File: src/rtl/band_playback_pkg.sv
// Shared types and sizing helpers for the multi-band sample player.
package band_playback_pkg;

    typedef enum logic [1:0] {
        IDLE  = 2'd0,
        FETCH = 2'd1,
        DRAIN = 2'd2,
        EMIT  = 2'd3
    } state_t;

    function automatic int frame_latency(input int num_bands, input int bram_lat);
        return num_bands + bram_lat + 1;
    endfunction

    function automatic int calc_mem_aw(input int num_bands, input int mem_depth);
        return (num_bands * mem_depth > 1) ? $clog2(num_bands * mem_depth) : 1;
    endfunction

endpackage

File: src/rtl/band_fetch_seq.sv
// Issues one ROM address per band (base accumulated by MEM_DEPTH) and tracks which
// band lane the returning ROM word belongs to.
module band_fetch_seq
    import band_playback_pkg::*;
#(
    parameter int NUM_BANDS  = 16,
    parameter int MEM_DEPTH  = 4036,
    parameter int BRAM_LAT   = 1,
    parameter int ADDR_WIDTH = 12,
    parameter int MEM_AW     = 16,
    parameter int BAND_W     = 4
) (
    input  logic                  clk,
    input  logic                  rst,
    input  logic                  start,
    input  logic [ADDR_WIDTH-1:0] ptr,
    output logic [MEM_AW-1:0]     mem_addr,
    output logic                  cap_valid,
    output logic [BAND_W-1:0]     cap_band
);

    logic                  active;
    logic                  iss_valid;
    logic [BAND_W-1:0]     iss_band;
    logic [MEM_AW-1:0]     base;
    logic [ADDR_WIDTH-1:0] ptr_q;
    logic                  lat_valid [BRAM_LAT];
    logic [BAND_W-1:0]     lat_band  [BRAM_LAT];

    always_ff @(posedge clk) begin
        if (rst) begin
            active    <= 1'b0;
            iss_valid <= 1'b0;
            iss_band  <= '0;
            base      <= '0;
            ptr_q     <= '0;
            mem_addr  <= '0;
        end else if (start) begin
            // Band 0 goes out on the same edge the frame starts.
            mem_addr  <= MEM_AW'(ptr);
            base      <= MEM_AW'(MEM_DEPTH);
            ptr_q     <= ptr;
            iss_valid <= 1'b1;
            iss_band  <= '0;
            active    <= (NUM_BANDS > 1);
        end else if (active) begin
            mem_addr  <= base + MEM_AW'(ptr_q);
            base      <= base + MEM_AW'(MEM_DEPTH);
            iss_valid <= 1'b1;
            iss_band  <= iss_band + BAND_W'(1);
            active    <= (iss_band + BAND_W'(1)) != BAND_W'(NUM_BANDS - 1);
        end else begin
            iss_valid <= 1'b0;
        end
    end

    always_ff @(posedge clk) begin
        if (rst) begin
            for (int i = 0; i < BRAM_LAT; i++) begin
                lat_valid[i] <= 1'b0;
                lat_band[i]  <= '0;
            end
        end else begin
            lat_valid[0] <= iss_valid;
            lat_band[0]  <= iss_band;
            for (int i = 1; i < BRAM_LAT; i++) begin
                lat_valid[i] <= lat_valid[i-1];
                lat_band[i]  <= lat_band[i-1];
            end
        end
    end

    assign cap_valid = lat_valid[BRAM_LAT-1];
    assign cap_band  = lat_band[BRAM_LAT-1];

endmodule

File: src/rtl/band_playback_multi.sv
// Multi-band sample player: one ROM sample per band per strobe, packed into a frame,
// with play/stop, loop/one-shot and overrun tracking.
//
//   state | meaning
//   IDLE  | waiting for the sample strobe
//   FETCH | one ROM address issued per band
//   DRAIN | waiting out ROM read latency
//   EMIT  | frame published, pointer and controls updated
module band_playback_multi
    import band_playback_pkg::*;
#(
    parameter int NUM_BANDS  = 16,
    parameter int MEM_DEPTH  = 4036,
    parameter int DATA_W     = 16,
    parameter int BRAM_LAT   = 1,
    parameter int ADDR_WIDTH = $clog2(MEM_DEPTH),
    parameter int MEM_AW     = calc_mem_aw(NUM_BANDS, MEM_DEPTH)
) (
    input  logic                        clk,
    input  logic                        rst,
    input  logic                        enable,
    input  logic                        play,
    input  logic                        stop,
    input  logic                        loop_en,
    output logic [MEM_AW-1:0]           mem_addr,
    input  logic [DATA_W-1:0]           mem_dout,
    output logic [NUM_BANDS*DATA_W-1:0] data_out,
    output logic                        valid_out,
    output logic                        playing,
    output logic                        done,
    output logic                        overrun
);

    localparam int BAND_W = (NUM_BANDS > 1) ? $clog2(NUM_BANDS) : 1;
    localparam int CNT_W  = $clog2(frame_latency(NUM_BANDS, BRAM_LAT) + 1);

    state_t                      state;
    logic [CNT_W-1:0]            phase_cnt;
    logic [ADDR_WIDTH-1:0]       ptr;
    logic                        play_pend;
    logic                        stop_pend;
    logic [NUM_BANDS*DATA_W-1:0] frame_buf;
    logic                        cap_valid;
    logic [BAND_W-1:0]           cap_band;
    logic                        fetch_start;
    logic                        play_now;
    logic                        stop_now;

    assign fetch_start = (state == IDLE) && enable && playing;
    assign play_now    = play_pend | play;
    assign stop_now    = stop_pend | stop;

    band_fetch_seq #(
        .NUM_BANDS  (NUM_BANDS),
        .MEM_DEPTH  (MEM_DEPTH),
        .BRAM_LAT   (BRAM_LAT),
        .ADDR_WIDTH (ADDR_WIDTH),
        .MEM_AW     (MEM_AW),
        .BAND_W     (BAND_W)
    ) u_fetch (
        .clk       (clk),
        .rst       (rst),
        .start     (fetch_start),
        .ptr       (ptr),
        .mem_addr  (mem_addr),
        .cap_valid (cap_valid),
        .cap_band  (cap_band)
    );

    always_ff @(posedge clk) begin
        if (rst) begin
            state     <= IDLE;
            phase_cnt <= '0;
            ptr       <= '0;
            play_pend <= 1'b0;
            stop_pend <= 1'b0;
            frame_buf <= '0;
            data_out  <= '0;
            valid_out <= 1'b0;
            playing   <= 1'b0;
            done      <= 1'b0;
            overrun   <= 1'b0;
        end else begin
            valid_out <= 1'b0;
            done      <= 1'b0;
            play_pend <= play_now;
            stop_pend <= stop_now;

            if (cap_valid)
                frame_buf[int'(cap_band)*DATA_W +: DATA_W] <= mem_dout;

            case (state)
                // Stopped frames run the same timeline so output cadence never changes.
                IDLE: if (enable) begin
                    state     <= FETCH;
                    phase_cnt <= CNT_W'(NUM_BANDS - 1);
                    frame_buf <= '0;
                end
                FETCH: begin
                    if (phase_cnt == '0) begin
                        state     <= DRAIN;
                        phase_cnt <= CNT_W'(BRAM_LAT - 1);
                    end else begin
                        phase_cnt <= phase_cnt - CNT_W'(1);
                    end
                end
                DRAIN: begin
                    if (phase_cnt == '0)
                        state <= EMIT;
                    else
                        phase_cnt <= phase_cnt - CNT_W'(1);
                end
                EMIT: begin
                    state     <= IDLE;
                    data_out  <= frame_buf;
                    valid_out <= 1'b1;
                    if (playing) begin
                        if (ptr == ADDR_WIDTH'(MEM_DEPTH - 1)) begin
                            ptr <= '0;
                            if (!loop_en) begin
                                playing <= 1'b0;
                                done    <= 1'b1;
                            end
                        end else begin
                            ptr <= ptr + ADDR_WIDTH'(1);
                        end
                    end
                    if (stop_now) begin
                        playing <= 1'b0;
                        ptr     <= '0;
                        done    <= 1'b0;
                    end else if (play_now) begin
                        playing <= 1'b1;
                        ptr     <= '0;
                        overrun <= 1'b0;
                    end
                    play_pend <= 1'b0;
                    stop_pend <= 1'b0;
                end
                default: state <= IDLE;
            endcase

            if (enable && state != IDLE)
                overrun <= 1'b1;
        end
    end

endmodule

File: config.mk
export PLATFORM = sky130hd
export DESIGN_NAME = band_playback_multi
export DESIGN_NICKNAME = d
export VERILOG_FILES = /design/src/rtl/band_playback_pkg.sv /design/src/rtl/band_fetch_seq.sv /design/src/rtl/band_playback_multi.sv
export SDC_FILE = /design/constraint.sdc
export NUM_CORES = 1
export LEC_CHECK = 0
export CAP_MARGIN = 20
export CORE_MARGIN = 2
export CORE_UTILIZATION = 50
export DETAILED_ROUTE_END_ITERATION = 8
export PLACE_DENSITY = 0.74
export SLEW_MARGIN = 25
export SYNTH_ARGS = -nofsm -noshare
export SYNTH_HDL_FRONTEND = slang
export SYNTH_SLANG_ARGS = --single-unit
File: constraint.sdc
create_clock -name clk -period 2.65 [get_ports clk]
set_clock_uncertainty 0.1 [all_clocks]
set_input_delay 0.53 -clock clk [delete_from_list [all_inputs] [get_ports clk]]
set_output_delay 0.53 -clock clk [all_outputs]
set_load 0.05 [all_outputs]
# Word-level counts from Yosys, hierarchy flattened
# Memories as Yosys holds them, arrays and structs flattened.
# Cells that the tools add are included.
dict set report word_totals {
  inputBits 22
  mem_bits_rw 5
  register_bits 587
  memories 2
  word_cells 106
}
# name depth word_bits read_ports rd_clocked_by_memory_dff wr line_no
set mem_list {}
lappend mem_list {u_fetch.lat_band 1 4 1 0 1 band_fetch_seq.sv:28} ;# logic [BAND_W-1:0] lat_band [BRAM_LAT];
lappend mem_list {u_fetch.lat_valid 1 1 1 0 1 band_fetch_seq.sv:27} ;# logic lat_valid [BRAM_LAT];
dict set report op_classes {
  eq_ne 10
  n_mux 42
  n_shift 2
  reduce_logical 20
  addsub 6
  bitwise 5
}
# cell n
set op_table {}
lappend op_table {{two-way mux 256 bit} 3}
lappend op_table {{bitwise mux 256 bit} 1}
lappend op_table {{variable shift 16 x 33 -> 256 bit, first input constant} 1}
lappend op_table {{variable part select 16 x 33 -> 256 bit} 1}
lappend op_table {{two-way mux 12 bit} 8}
lappend op_table {{negation 8 -> 33 bit} 1}
lappend op_table {{two-way mux 1 bit} 21}
lappend op_table {{adder 16 x 12 -> 16 bit} 1}
lappend op_table {{adder 16 x 12 -> 16 bit, second input constant} 1}
lappend op_table {{two-way mux 5 bit} 3}
lappend op_table {{case mux 5 bit (3 select lines)} 1}
lappend op_table {{adder 12 x 1 -> 12 bit, second input constant} 1}
lappend op_table {{== test 12 bit, second input constant} 1}
lappend op_table {{AND reduction 3 bit} 3}
lappend op_table {{!= test 2 bit, second input constant} 4}
lappend op_table {{case mux 2 bit (4 select lines)} 1}
lappend op_table {{nonzero test 2 bit} 4}
lappend op_table {{two-way mux 2 bit} 3}
lappend op_table {{nonzero test 3 bit} 2}
lappend op_table {{logical NOT 5 bit} 1}
lappend op_table {{OR reduction 5 bit} 1}
lappend op_table {{subtractor 5 x 1 -> 5 bit, second input constant} 1}
lappend op_table {{adder 4 x 1 -> 4 bit, second input constant} 1}
lappend op_table {{== test 2 bit, second input constant} 2}
lappend op_table {{12 further kinds} 18}

# Depth between registers and ports, before layout
# Gate-level depths: netlist of the first run.
# An unclocked memory read counts as a cell.
dict set report logic_depth {
  depth_word 7
  mapped_depth 11
}

# Modules after synthesis
# From an unflattened synthesis of the first run, not the netlist that was laid out.
dict set report unflattened {
  cells_unflattened 2509
  hier_area_um2 23060.9
}
# module cells_each area_each_um2 instances seq_area_each_um2
set by_module_without_submodules {}
lappend by_module_without_submodules {band_playback_multi 2214 20453.4 1 10750.3}
lappend by_module_without_submodules {band_fetch_seq 295 2607.5 1 1061.0}

# Worst setup path before layout of the first run
# No wires, ideal clock.
dict set report synth_timing {
  path_type {register -> register}
  from {memory u_fetch.lat_band[0][0]}
  to {register frame_buf[182]}
  required_ps 2408
  setup_slack_ps 376
  path_stages_with_launch 12
  synth_period_minus_slack_ps 2274
  arrival_time_ps 2032
  path_cell_list {dfxtp_1 -> buf_2 -> nor3_1 -> ha_1 -> nand2b_1 -> nor3_4 -> nand2b_4 -> or2_1 -> buf_6 -> buf_6 -> nand2_2 -> a21oi_2}
}
dict set report synth_via {
  elab_chain_cells 7
  word_cells_on_any_way 8
  cone_classes {add/sub: 1; shift: 2; mux: 4; memory: 1}
}
# element line_no
set synth_rtl {}
lappend synth_rtl {{from (decl)} band_fetch_seq.sv:28}
lappend synth_rtl {{memory (1 x 4 bit) *} -}
lappend synth_rtl {{negation 8 -> 33 bit *} band_playback_multi.sv:90} ;# frame_buf[int'(cap_band)*DATA_W +: DATA_W] <= mem_dout;
lappend synth_rtl {{variable part select 16 x 33 -> 256 bit / variable shift 16 x 33 -> 256 bit (equally long branches)} band_playback_multi.sv:90}
lappend synth_rtl {{bitwise mux 256 bit *} band_playback_multi.sv:90}
lappend synth_rtl {{two-way mux 256 bit *} band_playback_multi.sv:89} ;# if (cap_valid)
lappend synth_rtl {{two-way mux 256 bit} band_playback_multi.sv:94} ;# IDLE: if (enable) begin
lappend synth_rtl {{two-way mux 256 bit *} band_playback_multi.sv:92} ;# case (state)
lappend synth_rtl {{to (signal, indexed assignment)} band_playback_multi.sv:90}
lappend synth_rtl {{to (decl)} band_playback_multi.sv:42} ;# logic [NUM_BANDS*DATA_W-1:0] frame_buf;
# Mark *: on every way between the ends. The rest lies on a longest branch, timed or not.
# A chain may end at the register's enable or synchronous reset.

# Final worst setup path of the first run
dict set report layout_timing {
  from {register playing}
  to {output port playing}
}
# element line_no
set layout_lines {}
lappend layout_lines {{from (decl)} band_playback_multi.sv:29} ;# output logic playing,
lappend layout_lines {{from (signal assigned)} band_playback_multi.sv:80} ;# playing <= 1'b0;
lappend layout_lines {{from (signal assigned)} band_playback_multi.sv:121} ;# playing <= 1'b0;
lappend layout_lines {{from (signal assigned)} band_playback_multi.sv:129} ;# playing <= 1'b0;
# No word-level cell between the ends.

==> results of run 1 <==
==> metrics by stage <==
stage / std cells / util / setup WS, ps
finish: 3248 / 0.628 / 72.5
global route: 3248 / 0.628 / 14.8
CTS: 3248 / 0.628 / 40.6
detailed placement: 3146 / 0.584 / 104
global placement: 3146 / 0.584 / 223
floorplan: 2372 / - / 376
==> layer usage <==
metal,track usage,routed length [um]
met5,0,0
met4,0.103,2260
met3,0.0579,4290
met2,0.431,29100
met1,0.348,27600
==> what timing repair did <==
item | CTS | global route
hold buffers | 0 | 0
endpoints found under the setup margin | 0 | 26
resized for setup | 0 | 4
==> logic make-up after synthesis <==
kind of cell,Yosys count,synth area share
AND/OR/NAND/NOR,912,0.179
flip-flops,590,0.529
multiplexers,343,0.154
AO/OA/AOI/OAI,280,0.0701
buffers and inverters,189,0.0407
XOR/XNOR,36,0.0148
adder cells (fa/ha/maj),22,0.0127
==> final cells by class <==
class	instances	area, um2
Timing Repair Buffer	356	3510
Sequential cell	590	11800
Clock inverter	17	253
Tap cell	592	741
Fill cell	3665	16400
Clock buffer	85	1690
Multi-Input combinational cell	1593	9640
Inverter	15	56.3
==> cells in the final DEF (no fill, tap or decap), types with 4 or more instances in the layout <==
| master | synthesis | routed |
|---|---|---|
| nor2b_1 | 11 | 11 |
| a21oi_1 | 210 | 210 |
| xnor2_1 | 13 | 13 |
| and3_1 | 4 | 4 |
| ha_1 | 21 | 20 |
| nand2b_1 | 9 | 9 |
| mux2i_1 | 338 | 338 |
| nor2_4 | 4 | 4 |
| o21ai_0 | 18 | 18 |
| bufinv_16 | 0 | 6 |
| nor2_1 | 438 | 438 |
| nand3b_1 | 9 | 9 |
| clkinv_2 | 0 | 8 |
| o22ai_1 | 4 | 4 |
| clkbuf_16 | 0 | 58 |
| dfxtp_1 | 590 | 590 |
| xor2_1 | 21 | 21 |
| or3_1 | 5 | 5 |
| nand4_1 | 14 | 14 |
| nand2_2 | 13 | 13 |
| o211ai_1 | 5 | 5 |
| clkdlybuf4s50_1 | 0 | 296 |
| mux2_2 | 5 | 5 |
| a211oi_1 | 7 | 7 |
| nor3_1 | 63 | 63 |
| buf_4 | 9 | 52 |
| buf_12 | 0 | 7 |
| nand2_1 | 245 | 245 |
| or2_2 | 1 | 5 |
| clkbuf_8 | 0 | 14 |
| nand3_1 | 66 | 66 |
| clkbuf_1 | 100 | 13 |
| inv_1 | 14 | 14 |
| a21oi_2 | 11 | 11 |
==> how the worst max path moves through the flow <==
stage / startpoint / to / slack (ps) / cells after the start
final: playing$_SDFFE_PP0P_ / playing / 70 / 1
after global routing: playing$_SDFFE_PP0P_ / playing / 10 / 1
after CTS: playing$_SDFFE_PP0P_ / playing / 40 / 1
after detailed placement: u_fetch.lat_band[0][0]$_SDFF_PP0_ / frame_buf[180]$_SDFF_PP0_ / 100 / 8
after global placement: stop / ptr[10]$_SDFFE_PP0P_ / 220 / 7
after floorplan: u_fetch.lat_band[0][0]$_SDFF_PP0_ / frame_buf[182]$_SDFF_PP0_ / 380 / 11
==> power by group through the flow <==
stage,clock network (mW),logic (mW),registers [mW]
floorplan,0,1.17,9.19
global placement,0,1.63,9.18
detailed placement,0,1.68,9.19
CTS,8.50,1.68,8.99
global route,8.88,1.80,8.99
finish,8.38,1.70,8.99
==> registers in the layout (all words and copies together), names as in the netlist, 2 cells and up <==
signal / cells
data_out: 256
frame_buf: 256
phase_cnt: 5
ptr: 12
state: 2
u_fetch.base: 14
u_fetch.iss_band: 4
u_fetch.lat_band: 4
u_fetch.mem_addr: 16
u_fetch.ptr_q: 12
==> key figures, run 1 <==
Synth
  • Most frequent cell after synthesis: dfxtp_1
  • Top area cells in the synthesized netlist: dfxtp_1 53%, mux2i_1 15%, nor2_1 7.4%
  • Yosys top cell area share: 0.529
  • Async S/R FF share, synth: 0
  • Mapped cell area: 22300 um2
  • Top cell type by total area after synthesis: dfxtp_1
  • Cells after synthesis: 2372
  • Avg Inst Size Synth: 9.41 um2
  • Post-synth EDFFs: 0
  • Main synth FF type: dfxtp_1
  • Top post-synthesis cells by count: 590 x dfxtp_1, 438 x nor2_1, 338 x mux2i_1, 245 x nand2_1, 210 x a21oi_1
  • Register area share after synthesis: 0.529
  • Synthesized flop and latch total: 590
  • Yosys warns: 0
  • Post-synth cell types: 72
  • Post-Syn Nets: 2416

Critical path
  • CP required: 2020 ps
  • Worst Setup Path Type: reg -> out
  • Critical path launch point type: flop
  • RR Endpoint: frame_buf[182]$_SDFF_PP0_
  • R2R Setup Slk: 190 ps
  • Reg2Reg Depth: 8
  • Crit end category: output pin
  • Slowest cell on crit path: clkdlybuf4s50_1
  • Ordered cell list for the critical path: clkdlybuf4s50_1
  • Crit-path max cell delay: 860 ps
  • CP Data Arrival Time: 1950 ps
  • R2R Path Start: u_fetch.lat_band[0][0]$_SDFF_PP0_
  • CP Max Fanout: 6
  • CP delay by family, top: buffers and inverters
  • Buf/Inv on CP: 1

STA
  • F_max: 0.388 GHz
  • Final setup vio count: 0
  • Slew Limit Fails: 0
  • RSZ-0062 raised after global routing: false
  • Period minus WS final: 2580 ps
  • Final count of hold timing violations: 0
  • Slew at the pin closest to its max-slew limit: 866 ps
  • Crit share post-route: 0.973
  • Setup_tns: 0 ps
  • Worst Hold Slack: 237 ps
  • Max-Slew Margin vs Limit: 0.423

Die
  • Starting Density: 0.506
  • Core Area: 44100 um2
  • Die height: 215 um
  • # IOs: 298
  • Site Rows: 77
  • Total die area: 46400 um2
  • Horiz. Die Dim: 215 um

Power and ir drop
  • Combinational Power Share: 0.089
  • Seq pwr share: 0.472
  • Max IR drop VDD: 0.558 mV
  • PD cells: 688 nW/um2
  • Leakage: 9.83 nW
  • Switching Fraction: 0.241
  • Clock group share of total power: 0.439
  • Power, Total: 19.1 mW
  • Sw power: 4.60 mW
  • Internal: 14.5 mW

Global route
  • Largest net degree at the start of global routing: 117
  • Initial antenna violation count: 0
  • Total global routing overflow: 0
  • Total track usage: 0.266
  • Number of global-route vias before repair: 17200
  • First-pass GRT wire length: 97600 um

CTS
  • Worst-skew pair later-pin latency: 610 ps
  • Clock tree buffer depth: 3
  • CTS tree: yes
  • Clock Sinks: 590
  • Postcts setup bufs: 0
  • CTS buffer count: 57
  • Htree depth: 2
  • CTS clk-pin slew, worst paths: 60 ps
  • CTS root buf: clkbuf_16

Detailed routing
  • DRC violations left: 0
  • DRT Pass-1 Iters: 5
  • Via density: 5.43
  • Final ANT Viol Nets: 0
  • Via Count: 17600
  • WL/cell: 19.5 um
  • First-iteration detailed-routing DRC count: 1246
  • Routed wire length: 63200 um

Placement
  • Cell Area, Placed: 25800 um2
  • PortBufs: 297
  • Routability congestion estimate: 0.858
  • DPL Wire Length: 40800 um

Status
  • Outcome: finished, final reports clean

Layout
  • Antenna diodes: 0
  • Fraction of layout cells with a size suffix above 1: 0.0791
  • Layout net count: 2657
  • Area delta synth->final: 24.0%
  • Final instance area: 27700 um2

Job
  • Max cap viols: 0

Min path
  • Worst Hold End: overrun$_SDFFE_PP0P_
  • Hold_sp: rst
  • Worst Hold Depth: 2
  • Hold Path Class: in -> reg
Note: power is estimated with default switching activity, not from simulation.
==> inputs of run 2 (changes only) <==
--- a/config.mk
+++ b/config.mk
@@ -10,6 +10,7 @@
 export CORE_UTILIZATION = 50
 export DETAILED_ROUTE_END_ITERATION = 8
 export PLACE_DENSITY = 0.74
+export SKIP_LAST_GASP = 1
 export SLEW_MARGIN = 25
 export SYNTH_ARGS = -nofsm -noshare
 export SYNTH_HDL_FRONTEND = slang
==> results of run 2 <==
Same layout as run 1: the final DEF is identical, and so are final timing and power.
